--- config.mk ---
export PLATFORM = sky130hd
export DESIGN_NAME = ctrl_seq
export DESIGN_NICKNAME = d
export VERILOG_FILES = /design/src/rtl/ctrl_pkg.sv /design/src/rtl/ctrl_seq_sat_ctr16.sv /design/src/rtl/ctrl_seq.sv
export SDC_FILE = /design/constraint.sdc
export NUM_CORES = 1
export LEC_CHECK = 0
export ABC_AREA = 1
export CAP_MARGIN = 20
export CORE_MARGIN = 3
export CORE_UTILIZATION = 50
export CTS_CLUSTER_DIAMETER = 80
export CTS_CLUSTER_SIZE = 14
export DETAILED_ROUTE_END_ITERATION = 7
export PLACE_DENSITY = 0.83
export SKIP_CTS_REPAIR_TIMING = 1
export SLEW_MARGIN = 20
export SYNTH_ARGS = -nofsm -noshare
export SYNTH_HDL_FRONTEND = slang
export SYNTH_SLANG_ARGS = --single-unit
--- constraint.sdc ---
create_clock -name clk -period 2 [get_ports clk]
set_input_delay 0.4 -clock clk [delete_from_list [all_inputs] [get_ports clk]]
set_output_delay 0.4 -clock clk [all_outputs]
set_load 0.02 [all_outputs]
--- src/rtl/ctrl_pkg.sv ---
// Shared types and constants for the ctrl_seq instruction sequencer.
package ctrl_pkg;

  typedef enum logic [2:0] {
    IC_NOP  = 3'd0,
    IC_ALU  = 3'd1,
    IC_BR   = 3'd2,
    IC_LD   = 3'd3,
    IC_ST   = 3'd4,
    IC_HALT = 3'd5
  } iclass_t;

  typedef enum logic [3:0] {
    S_IDLE,
    S_ALU_EX,
    S_ST_EX,
    S_LD_RD,
    S_LD_WAIT,
    S_LD_WB,
    S_BR_EVAL,
    S_BR_HOLD,
    S_BR_DONE,
    S_NOP_EX,
    S_HALT
  } state_t;

  localparam logic [2:0] OP_CMP = 3'b011;

endpackage

--- src/rtl/ctrl_seq_sat_ctr16.sv ---
// sat_ctr16: 16-bit up-counter with enable that sticks at 16'hFFFF.
module sat_ctr16 (
  input  logic        clk,
  input  logic        reset,
  input  logic        en,
  output logic [15:0] cnt
);

  always_ff @(posedge clk or negedge reset) begin
    if (!reset)
      cnt <= 16'h0000;
    else if (en && (cnt != 16'hFFFF))
      cnt <= cnt + 16'h0001;
  end

endmodule

--- src/rtl/ctrl_seq.sv ---
// ctrl_seq: multi-cycle control sequencer (ALU / branch / load / store / halt).
// Optional perf counters are built when CTRL_PERF_EN is defined.
//
// state     | meaning
// S_IDLE    | waiting for an instruction (ready unless halted)
// S_ALU_EX  | ALU op, writeback and PC advance
// S_ST_EX   | data-memory write and PC advance
// S_LD_RD   | data-memory address presented
// S_LD_WAIT | memory latency cycle, address held
// S_LD_WB   | register writeback and PC advance
// S_BR_EVAL | branch enable raised, compare issued
// S_BR_HOLD | branch held BR_WAIT cycles for PC_LUT/PC
// S_BR_DONE | PC advance only if branch not taken
// S_NOP_EX  | NOP or unencoded class, PC advance only
// S_HALT    | sticky halt until reset
module ctrl_seq
  import ctrl_pkg::*;
#(
  parameter int OPW     = 3,
  parameter int AW      = 8,
  parameter int BR_WAIT = 1
) (
  input  logic           clk,
  input  logic           reset,
  input  logic           instr_valid,
  output logic           instr_ready,
  input  logic [2:0]     instr_class,
  input  logic [OPW-1:0] instr_op,
  input  logic [AW-1:0]  instr_addr,
  output logic [OPW-1:0] alu_cmd,
  input  logic           alu_taken,
  output logic           branch,
  output logic           pc_adv,
  output logic [AW-1:0]  dm_addr,
  output logic           dm_wr_en,
  output logic           rf_we,
  output logic           busy,
`ifdef CTRL_PERF_EN
  output logic [15:0]    perf_instr,
  output logic [15:0]    perf_taken,
`endif
  output logic           done
);

  state_t     state;
  logic [2:0] hold_cnt;

  // Outputs are registered alongside the state, so each branch below sets
  // the values belonging to the state being entered. alu_cmd/dm_addr double
  // as the latched opcode/address and hold between instructions.
  always_ff @(posedge clk or negedge reset) begin
    if (!reset) begin
      state       <= S_IDLE;
      hold_cnt    <= 3'd0;
      instr_ready <= 1'b0;
      alu_cmd     <= '0;
      branch      <= 1'b0;
      pc_adv      <= 1'b0;
      dm_addr     <= '0;
      dm_wr_en    <= 1'b0;
      rf_we       <= 1'b0;
      busy        <= 1'b0;
      done        <= 1'b0;
    end else begin
      pc_adv   <= 1'b0;
      dm_wr_en <= 1'b0;
      rf_we    <= 1'b0;
      case (state)
        S_IDLE: begin
          if (instr_valid && instr_ready) begin
            instr_ready <= 1'b0;
            busy        <= 1'b1;
            case (instr_class)
              IC_ALU: begin
                state   <= S_ALU_EX;
                alu_cmd <= instr_op;
                rf_we   <= 1'b1;
                pc_adv  <= 1'b1;
              end
              IC_ST: begin
                state    <= S_ST_EX;
                dm_addr  <= instr_addr;
                dm_wr_en <= 1'b1;
                pc_adv   <= 1'b1;
              end
              IC_LD: begin
                state   <= S_LD_RD;
                dm_addr <= instr_addr;
              end
              IC_BR: begin
                state   <= S_BR_EVAL;
                alu_cmd <= instr_op;
                branch  <= 1'b1;
              end
              IC_HALT: begin
                state <= S_HALT;
                busy  <= 1'b0;
                done  <= 1'b1;
              end
              default: begin
                state  <= S_NOP_EX;
                pc_adv <= 1'b1;
              end
            endcase
          end else begin
            instr_ready <= 1'b1;
          end
        end
        S_LD_RD: state <= S_LD_WAIT;
        S_LD_WAIT: begin
          state  <= S_LD_WB;
          rf_we  <= 1'b1;
          pc_adv <= 1'b1;
        end
        S_BR_EVAL: begin
          if (BR_WAIT == 0) begin
            state  <= S_BR_DONE;
            branch <= 1'b0;
            pc_adv <= !alu_taken;
          end else begin
            state    <= S_BR_HOLD;
            hold_cnt <= 3'(BR_WAIT - 1);
          end
        end
        S_BR_HOLD: begin
          // alu_taken is sampled on the last edge of the branch window
          if (hold_cnt == 3'd0) begin
            state  <= S_BR_DONE;
            branch <= 1'b0;
            pc_adv <= !alu_taken;
          end else begin
            hold_cnt <= hold_cnt - 3'd1;
          end
        end
        S_HALT: begin
          instr_ready <= 1'b0;
          busy        <= 1'b0;
          done        <= 1'b1;
        end
        default: begin
          state       <= S_IDLE;
          branch      <= 1'b0;
          busy        <= 1'b0;
          instr_ready <= 1'b1;
        end
      endcase
    end
  end

`ifdef CTRL_PERF_EN
  logic retire;
  logic taken_ret;

  // A branch retires in BR_DONE; it was taken exactly when no PC advance is issued.
  assign retire    = (state == S_ALU_EX) || (state == S_ST_EX) || (state == S_LD_WB) ||
                     (state == S_NOP_EX) || (state == S_BR_DONE);
  assign taken_ret = (state == S_BR_DONE) && !pc_adv;

  sat_ctr16 u_perf_instr (
    .clk   (clk),
    .reset (reset),
    .en    (retire),
    .cnt   (perf_instr)
  );

  sat_ctr16 u_perf_taken (
    .clk   (clk),
    .reset (reset),
    .en    (taken_ret),
    .cnt   (perf_taken)
  );
`endif

endmodule

==> results of run 1 <==
## cell usage in the layout (no fill, tap or decap)
cell,instances
sky130_fd_sc_hd__nand2_2,4
sky130_fd_sc_hd__o21ai_0,3
sky130_fd_sc_hd__nand2_1,54
sky130_fd_sc_hd__clkbuf_1,1
sky130_fd_sc_hd__clkdlybuf4s50_1,35
sky130_fd_sc_hd__o21ai_2,1
sky130_fd_sc_hd__o22ai_4,1
sky130_fd_sc_hd__nor2_2,5
sky130_fd_sc_hd__nor3_1,1
sky130_fd_sc_hd__a21oi_1,1
sky130_fd_sc_hd__dfrtp_1,25
sky130_fd_sc_hd__nand2_4,3
sky130_fd_sc_hd__nand3_1,17
sky130_fd_sc_hd__nand4_1,1
sky130_fd_sc_hd__clkbuf_4,3
sky130_fd_sc_hd__ha_1,2
sky130_fd_sc_hd__nor2_8,1
sky130_fd_sc_hd__o21ai_1,4
sky130_fd_sc_hd__inv_2,6
sky130_fd_sc_hd__nand3_2,1
sky130_fd_sc_hd__a21o_1,1
sky130_fd_sc_hd__o21bai_1,1
sky130_fd_sc_hd__buf_4,2
sky130_fd_sc_hd__inv_1,11
sky130_fd_sc_hd__nor2_4,2
sky130_fd_sc_hd__nor2_1,8
## per-stage QoR
| stage | power [mW] | worst slack (ns) | utilization [%] |
|---|---|---|---|
| floorplan | 1.55 | 0.725 | - |
| finish | 2.20 | 0.262 | 72.5 |
| detailed placement | 2.00 | 0.166 | 71.4 |
| global route | 2.37 | 0.231 | 72.5 |
| global placement | 1.95 | 0.234 | 71.4 |
| CTS | 2.22 | 0.265 | 72.5 |
## cell type report
cell class | count | area (µm²)
Inverter | 17 | 63.8
Multi-Input combinational cell | 111 | 581
Timing Repair Buffer | 37 | 365
Fill cell | 189 | 643
Sequential cell | 25 | 626
Tap cell | 28 | 35.0
Clock buffer | 4 | 26.3
## where the power goes
part,switching [mW],internal [mW],total (mW)
clock network,0.146,0.0781,0.224
registers,0.116,0.687,0.803
logic,0.698,0.481,1.18
## per-layer routing
metal	wire [µm]	GRT usage, %	vias up	part of all wire [%]
met2	1470	34.8	37	51
met5	0	0	-	0
met4	121	9.93	0	4.2
met3	143	3.91	14	4.9
met1	1150	21.9	511	40
li1	-	-	564	-
## sequential cells by signal, indices dropped and copies added (netlist names)
| signal | flops |
|---|---|
| dm_addr | 8 |
| state | 4 |
| alu_cmd | 3 |
| hold_cnt | 3 |
| branch | 1 |
| busy | 1 |
| dm_wr_en | 1 |
| done | 1 |
| instr_ready | 1 |
| pc_adv | 1 |
| rf_we | 1 |
## worst paths after layout
check / from / end / slack, ns
worst min-delay path: reset / hold_cnt[1] / 0.41
max in group asynchronous: reset / state[2] / 1.34
worst max register to register: hold_cnt[0] / state[2] / 0.56
worst max-delay path: alu_cmd[1] / alu_cmd[1] / 0.26
min in group clk: done / done / 0.48
worst min register to register: done / done / 0.48
## cell families after synthesis
| group | Yosys count | synth area share [%] |
|---|---|---|
| and+or+nand+nor | 97 | 36.5 |
| adders and majority gates | 2 | 1.94 |
| buffers and inverters | 19 | 6.68 |
| DFF | 25 | 48.4 |
| AOI/OAI and AO/OA | 12 | 6.49 |
==> results list, run 1 <==
* Status: complete, no violations
- The total count of hold-check failures in the final report is 0.
- Transition time at the pin with the least slew margin: 0.327 ns
- First-pass detailed-route iteration total: 4
* Tot GR Track Use: 19.6%
* Row cnt: 17
* Sequential cell area fraction in the yosys report: 48.4%
* Hold_ws: ~0.41 ns
* Cell chosen for the clock root: sky130_fd_sc_hd__clkbuf_4
- Of all flip-flops after synthesis, the portion carrying an async set or reset was between 90% and 100%.
- The first global-routing pass estimated 5.00 mm of wire.
- After technology mapping, the gate count stands at 155.
- Vias in the first global route: 1197
- For this run, the slowest stage of the critical path takes 0.62 ns.
- The number of buffers and inverters on the critical path is 1.
* DR DRC count: 0
- Initial standard-cell utilization of the core: 55.2%
- Counting flops with a built-in enable in the synthesized netlist gives 0.
- Detail Placement HPWL: 2.33 mm
- Number of nets with antenna violations after routing: 0
- IO Port Bufs: 35
* Largest area contributor in the synthesized netlist: sky130_fd_sc_hd__dfrtp_1
- Normalized max-slew margin: 78.1%
- Iteration-0 DRC count of the detailed router: 30
- Syn Area/Cell: between 8 and 9 µm²
* Antenna violations before repair: 0
* Count of endpoints failing setup in the final report: 0
- In this run the number of cells on the critical path is 1.
- Die boundary width: around 57 µm
- Kind of end point of the critical path: output pin
- Once layout is complete, the cells apart from fillers number 222.
- For this run the aggregate overflow at the end of global routing stands at 0.
* Unique masters post-synth: 24
* Overall die area: 3230 µm²
- Number of top-level design ports: 36
- CP arrival: 1.34 ns
- Cell with the most instances after synthesis: sky130_fd_sc_hd__nand2_1
* Maximum vdd ir drop: 938 µV
- Height of the die: 56.8 µm
- CTS built an H-tree with a depth of 1.
- At the later pin of the worst-skew pair, clock insertion delay measures 0.32 ns.
* Fin Setup TNS: 0 ns
* Clock-pin slew on the worst setup and hold paths: 0.14 ns
- Dividing the detail-routed wire length by the instance count gives 13.0 µm.
* Synth Register Bits: 25
* Kind of start point of the critical path: flip-flop
* Largest net degree at the start of global routing: 26
- The tightest min-delay check is of the in2async type.
* Via total after detailed routing: 1126
- Top area cells in the synthesized netlist: sky130_fd_sc_hd__dfrtp_1 (48%), sky130_fd_sc_hd__nand2_1 (16%), sky130_fd_sc_hd__nand3_1 (6.6%), sky130_fd_sc_hd__inv_1 (3.2%), sky130_fd_sc_hd__nand2_4 (2.6%)
- Max-slew violation count: 0
- Layout net count: between 200 and 250
* Max_cap viols: 0
- Required time at the endpoint of the critical path: about 1.6 ns
* Area added between synthesis and finish: 31.3%
- Worst clock skew: 0.0114 ns
* Total clock buffers created by CTS: 3
* Final Routed Wirelength: 2.89 mm
* Final worst path period need: around 1.7 ns
- After synthesis the cells add up to 1290 µm².
* Slowest stage cell on the critical path: sky130_fd_sc_hd__clkdlybuf4s50_1
- For this run, the number of Yosys warnings is 0.
* Highest attainable clock frequency: 575 MHz
* Worst Setup Path Type: reg2out
- Once placement finished, the instance area stood at roughly 1700 µm².
- R2R depth: 9
* Maximum count of clock buffers along a single path: 2
* RSZ-0062 raised after global routing: false
- Synthesized net count: 175
* Routability congestion estimate from global placement: 0.835
- Share of the synthesized area in the top cell type: between 40 and 50%
* Total leakage power: approximately 0.87 nW
* Clock tree sinks: 25
- Area of the core region: 2340 µm²
- Traced cell by cell, the critical path runs through clkdlybuf4s50_1.
- The number of placed instances, taps included, is 218.
- The cell family contributing the most delay on the critical path is buffers and inverters.
- In the routed layout, each cell is associated on average with a via count of 5.07.
- Power spread over the standard cell area amounts to approximately 1300 nW/µm².
* Maximum fanout along the worst path: 2
- Inserted Diodes: 0
* Commonest cells in the synthesized netlist: sky130_fd_sc_hd__nand2_1 (54), sky130_fd_sc_hd__dfrtp_1 (25), sky130_fd_sc_hd__nand3_1 (17)
* Most used flip-flop cell after synthesis: sky130_fd_sc_hd__dfrtp_1
- CTS tree: built
* Share of post-route cells with drive strength above 1: 14.9%
- Period utilisation layout: 86.9%
* Post-route standard cell area excluding fillers: between 1500 and 2000 µm²
(Power assumes the default switching activity.)
==> run 2: changes to the inputs <==
--- a/config.mk
+++ b/config.mk
@@ -10,11 +10,9 @@
 export CORE_MARGIN = 3
 export CORE_UTILIZATION = 50
 export CTS_CLUSTER_DIAMETER = 80
-export CTS_CLUSTER_SIZE = 14
 export DETAILED_ROUTE_END_ITERATION = 7
 export PLACE_DENSITY = 0.83
 export SKIP_CTS_REPAIR_TIMING = 1
-export SLEW_MARGIN = 20
 export SYNTH_ARGS = -nofsm -noshare
 export SYNTH_HDL_FRONTEND = slang
 export SYNTH_SLANG_ARGS = --single-unit
==> results of run 2 <==
No change in the layout: final DEF, timing and power equal those of run 1.
